<file path="src/rtl/cpu_loader_pkg.sv">
// Shared definitions for the instruction loader: FSM states and default IMEM size.
package cpu_loader_pkg;
  localparam int IMEM_WORDS_DEF = 16384;

  typedef enum logic [2:0] {
    S_IDLE, S_LEN_LO, S_LEN_HI, S_DATA, S_WRITE, S_DONE, S_ERR
  } ld_state_e;
endpackage

</file>
<file path="src/rtl/cpu_instr_loader.sv">
// Streams a length-prefixed byte image from a host into instruction memory,
// holding the CPU in reset until the image has been fully written.
module cpu_instr_loader
  import cpu_loader_pkg::*;
#(
  parameter int IMEM_WORDS = IMEM_WORDS_DEF
) (
  input  logic        clk,
  input  logic        rst,
  input  logic        start,
  input  logic [7:0]  in_data,
  input  logic        in_valid,
  output logic        in_ready,
  output logic [15:0] imem_addr,
  output logic        imem_wrt_en,
  output logic [31:0] imem_wrt_data,
  output logic        cpu_hold,
  output logic        load_done,
  output logic        load_err
);

  ld_state_e   state_q, state_d;
  logic [15:0] count_q, count_d;
  logic [15:0] words_q, words_d;
  logic [1:0]  bcnt_q, bcnt_d;
  logic [31:0] data_q, data_d;
  logic [15:0] addr_q, addr_d;
  logic        rdy_q, wr_q, hold_q, done_q, err_q;
  logic        acc;
  logic [15:0] len_full;

  assign acc      = in_valid && rdy_q;
  assign len_full = {in_data, count_q[7:0]};

  always_comb begin
    state_d = state_q;
    count_d = count_q;
    words_d = words_q;
    bcnt_d  = bcnt_q;
    data_d  = data_q;
    addr_d  = addr_q;
    case (state_q)
      S_IDLE: if (start) begin
        state_d = S_LEN_LO;
        words_d = '0;
        bcnt_d  = '0;
        addr_d  = '0;
      end
      S_LEN_LO: if (acc) begin
        count_d[7:0] = in_data;
        state_d      = S_LEN_HI;
      end
      S_LEN_HI: if (acc) begin
        count_d[15:8] = in_data;
        if (len_full == 16'd0)                          state_d = S_DONE;
        else if ({1'b0, len_full} > 17'(IMEM_WORDS))    state_d = S_ERR;
        else                                            state_d = S_DATA;
      end
      S_DATA: if (acc) begin
        // little-endian: the first byte ends up in [7:0] after four shifts
        data_d = {in_data, data_q[31:8]};
        bcnt_d = bcnt_q + 2'd1;
        if (bcnt_q == 2'd3) state_d = S_WRITE;
      end
      S_WRITE: begin
        words_d = words_q + 16'd1;
        if (words_q + 16'd1 == count_q) begin
          state_d = S_DONE;
        end else begin
          // only advance when another word follows, so 0xFFFC never wraps
          state_d = S_DATA;
          addr_d  = addr_q + 16'd4;
        end
      end
      S_DONE:  state_d = S_DONE;
      S_ERR:   state_d = S_ERR;
      default: state_d = S_IDLE;
    endcase
  end

  always_ff @(posedge clk) begin
    if (rst) begin
      state_q <= S_IDLE;
      count_q <= '0;
      words_q <= '0;
      bcnt_q  <= '0;
      data_q  <= '0;
      addr_q  <= '0;
      rdy_q   <= 1'b0;
      wr_q    <= 1'b0;
      hold_q  <= 1'b1;
      done_q  <= 1'b0;
      err_q   <= 1'b0;
    end else begin
      state_q <= state_d;
      count_q <= count_d;
      words_q <= words_d;
      bcnt_q  <= bcnt_d;
      data_q  <= data_d;
      addr_q  <= addr_d;
      rdy_q   <= (state_d == S_LEN_LO) || (state_d == S_LEN_HI) || (state_d == S_DATA);
      wr_q    <= (state_d == S_WRITE);
      hold_q  <= (state_d != S_DONE);
      done_q  <= (state_d == S_DONE);
      err_q   <= (state_d == S_ERR);
    end
  end

  assign in_ready      = rdy_q;
  assign imem_addr     = addr_q;
  assign imem_wrt_en   = wr_q;
  assign imem_wrt_data = data_q;
  assign cpu_hold      = hold_q;
  assign load_done     = done_q;
  assign load_err      = err_q;

endmodule

</file>
<file path="config.mk">
export PLATFORM = sky130hd
export DESIGN_NAME = cpu_instr_loader
export DESIGN_NICKNAME = d
export VERILOG_FILES = /design/src/rtl/cpu_loader_pkg.sv /design/src/rtl/cpu_instr_loader.sv
export SDC_FILE = /design/constraint.sdc
export NUM_CORES = 1
export LEC_CHECK = 0
export CORE_AREA = 2 2 117 119
export DETAILED_ROUTE_END_ITERATION = 12
export DIE_AREA = 0 0 119 121
export PLACE_DENSITY = 0.55
export SETUP_SLACK_MARGIN = 0.4
export SLEW_MARGIN = 20
export SYNTH_ARGS = -nofsm -noshare
export SYNTH_HDL_FRONTEND = slang
export SYNTH_SLANG_ARGS = --single-unit
</file>
<file path="constraint.sdc">
create_clock -name clk -period 4.3 [get_ports clk]
set_input_delay 0.86 -clock clk [delete_from_list [all_inputs] [get_ports clk]]
set_output_delay 0.86 -clock clk [all_outputs]
set_load 0.005 [all_outputs]
</file>
==> reports/qor.csv <==
metric,value,unit
first_iter_violations,307,
grtUsageTotal,15.6,%
cts-resized-gates,0,
ant_nets,0,
finalSetupTns,0,ps
crit_fanout,8,
slew_headroom,32.1,%
cp_top_family,simple AND/OR/NAND/NOR gates,
ys.flop_type,dfxtp_1,
grt_antenna_before_repair,0,
powerDensity,343,mW/mm^2
slew_viol_final,0,
synth_top_family_by_area,simple AND/OR/NAND/NOR gates,
rsz0062_at_grt,no,
worstMarginPinSlew,1020,ps
fp.coreArea,0.0131,sq mm
cp_slowest_cell,a2111oi_2,
cts_sinks,88,
avgSynthCellArea,8.13,sq um
ff_latch_area,0.00176,sq mm
crit_path_end,cpu_hold$_SDFF_PP1_,
synth-seq-area-share,41.2,%
dieWidth,119,microns
hold_viol,0,
fmax,336,MHz
synth_xor_xnor_area_share,3.48,%
overflow,0,
critPathRequiredTime,4530,ps
outcome,"complete, no violations",
hold_buffers,0,
reg2reg_depth,8,
drv_cap,0,
yosys.area_share.simple,28.9,%
r2r_start,words_q[0]$_SDFFE_PP0P_,
nets,583,
cp_num_buf_inv,0,
cp_data_arrival_time,3210,ps
finalSetupViolCount,0,
synth_edf_count,0,
cts_setup_buffers,0,
synth_top_area_cell,dfxtp_1,
syn_inst,526,
ctsHtreeMaxLevel,3,
grt_pass1_wl,18100,microns
ys_types,56,
grt_max_degree,79,
worstSetupEndpointType,register,
gp_congestion,0.882,
finalWirelength,11000,microns
cts_max_path_buffers,2,
clk_pin_slew,70,ps
synthAdderAreaFrac,0.878,%
critPathLaunchType,register,
finalCritPeriodShare,69.1,%
place_inst,733,
cp.depth,8,
crit_top_cell,or3_1,
place_hpwl,7590,microns
drive_gt1_share,6.63,%
synth.top_cells.by_area,"dfxtp_1, nand2_1, a21oi_1",
die_h,121,microns
cts_tree,yes,
root_buffer,clkbuf_16,
rrSetupSlack,1330,ps
dr.pass1.iters,4,
syn-cell-area,0.00428,sq mm
route.vias.total,3860,
crit_start,words_q[0]$_SDFFE_PP0P_,
peakVddDrop,0.233,mV
clk_latency,350,ps
synth_warnings,0,
area_delta_synth_final,23.7,%
min_period,2970,ps
async_flop_share,0,%
yosys_register_bits,88,
synth.most_common_cell,nand2_1,
drc,0,
pin_count,65,
row_count,42,
critPathKind,register to register,
multi_input_area,0.00232,sq mm
wl_per_cell,14.6,microns
grt_pass1_vias,3569,
vias_per_cell,5.15,
n_fill_cell,1320,
dieArea,0.0144,sq mm
io_buffers,62,
cts_made_buffers,9,
yosys-mux-area-fraction,4.68,%
initial_core_util,32.7,%
synthTopCellsByCount,"nand2_1, dfxtp_1, a21oi_1, nor2_1, clkbuf_1",
fin_cells,749,
cpPeakStageDelay,490,ps
path_cells,ha_1 -> nand3_2 -> or3_1 -> a2111oi_2 -> nand3_1 -> nor3_1 -> a31oi_1 -> or3_1,
hold_class,register to register,
synth_compound_area_share,16.1,%
diodes,0,
clock-skew-final,6.02,ps
r2r-end,cpu_hold$_SDFF_PP1_,
yosys.area.top_type_share,41.2,%
p_leak,1.72,nW
==> registers in the layout, indices dropped and copies added (netlist names), 2 cells and up <==
register and cells:
bcnt_q 2, imem_addr 14, words_q 16, state_q 3, count_q 16, imem_wrt_data 32
==> per-stage QoR <==
step	cell area, sq um	power [mW]	hold WS [ps]	utilization [%]	worst slack (ps)
final	5290	1.82	454	40.4	1330
after global routing	5290	1.89	476	40.4	1100
after CTS	5290	1.84	457	40.4	1340
after detailed placement	4980	1.02	448	38.1	1100
after global placement	4980	1.02	443	38.1	1150
after floorplan	4280	0.971	453	-	1770
==> tightest hold or removal path, cell delays in order (launching register included) <==
cell and delay [ps]:
dfxtp_1 310, nand2_1 50, a21oi_1 50
==> power by group <==
| part | internal (mW) | switching (mW) |
|---|---|---|
| Clock | 0.468 | 0.341 |
| Combinational | 0.0602 | 0.101 |
| Sequential | 0.827 | 0.0184 |
==> cells by family after synthesis <==
family / Yosys count
other: 1
AO/OA/AOI/OAI: 114
multiplexers: 20
XOR/XNOR: 17
AND/OR/NAND/NOR: 239
adder cells (fa/ha/maj): 3
flip-flops: 88
buffers and inverters: 44
==> placed cells by master (no fill, tap or decap), types with 3 or more instances in the layout <==
cell type and instances:
a311oi_1 3, nor3_1 11, a21oi_1 58, nor4_1 8, clkbuf_16 9, nand3_1 9
a211oi_1 4, xnor2_1 11, o31ai_1 3, or4_1 7, o21ai_1 7, nor4_2 3
ha_1 3, mux2i_1 20, xor2_1 6, nor2_1 51, or3_1 10, and3_1 7
clkdlybuf4s50_1 61, buf_4 6, nand4_1 11, o41ai_1 5, nor4b_1 3, nand2_1 92
dfxtp_1 88, inv_1 6, nor3b_1 3, nor2b_1 6, o21ai_0 16, a31oi_1 4
==> worst min-delay path by stage <==
stage,cells past startpoint,startpoint,to
finish,2,imem_wrt_data[0]$_SDFFE_PP0P_,imem_wrt_data[0]$_SDFFE_PP0P_
CTS,2,imem_wrt_data[0]$_SDFFE_PP0P_,imem_wrt_data[0]$_SDFFE_PP0P_
floorplan,2,imem_wrt_data[0]$_SDFFE_PP0P_,imem_wrt_data[0]$_SDFFE_PP0P_
global route,2,imem_wrt_data[1]$_SDFFE_PP0P_,imem_wrt_data[1]$_SDFFE_PP0P_
global placement,2,imem_wrt_data[1]$_SDFFE_PP0P_,imem_wrt_data[1]$_SDFFE_PP0P_
detailed placement,2,imem_wrt_data[0]$_SDFFE_PP0P_,imem_wrt_data[0]$_SDFFE_PP0P_
==> layout make-up <==
| cell class | count | area share (%) |
|---|---|---|
| clock buffers | 10 | 4.52 |
| clock inverters | 6 | 1.28 |
| inverters | 6 | 0.426 |
| multi-input cells | 395 | 43.8 |
| flip-flops and latches | 88 | 33.3 |
| well taps | 176 | 4.16 |
| repair buffers | 68 | 12.5 |
==> routing by layer <==
layer  up-vias  routed length (microns)  track usage, %
li1       1956                        -               -
met1      1837                     5410            20.8
met2        55                     5040            24.6
met3        12                      373            3.67
met4         0                      147            5.51
met5         -                        0               0
Note: power is estimated with default switching activity, not from simulation.
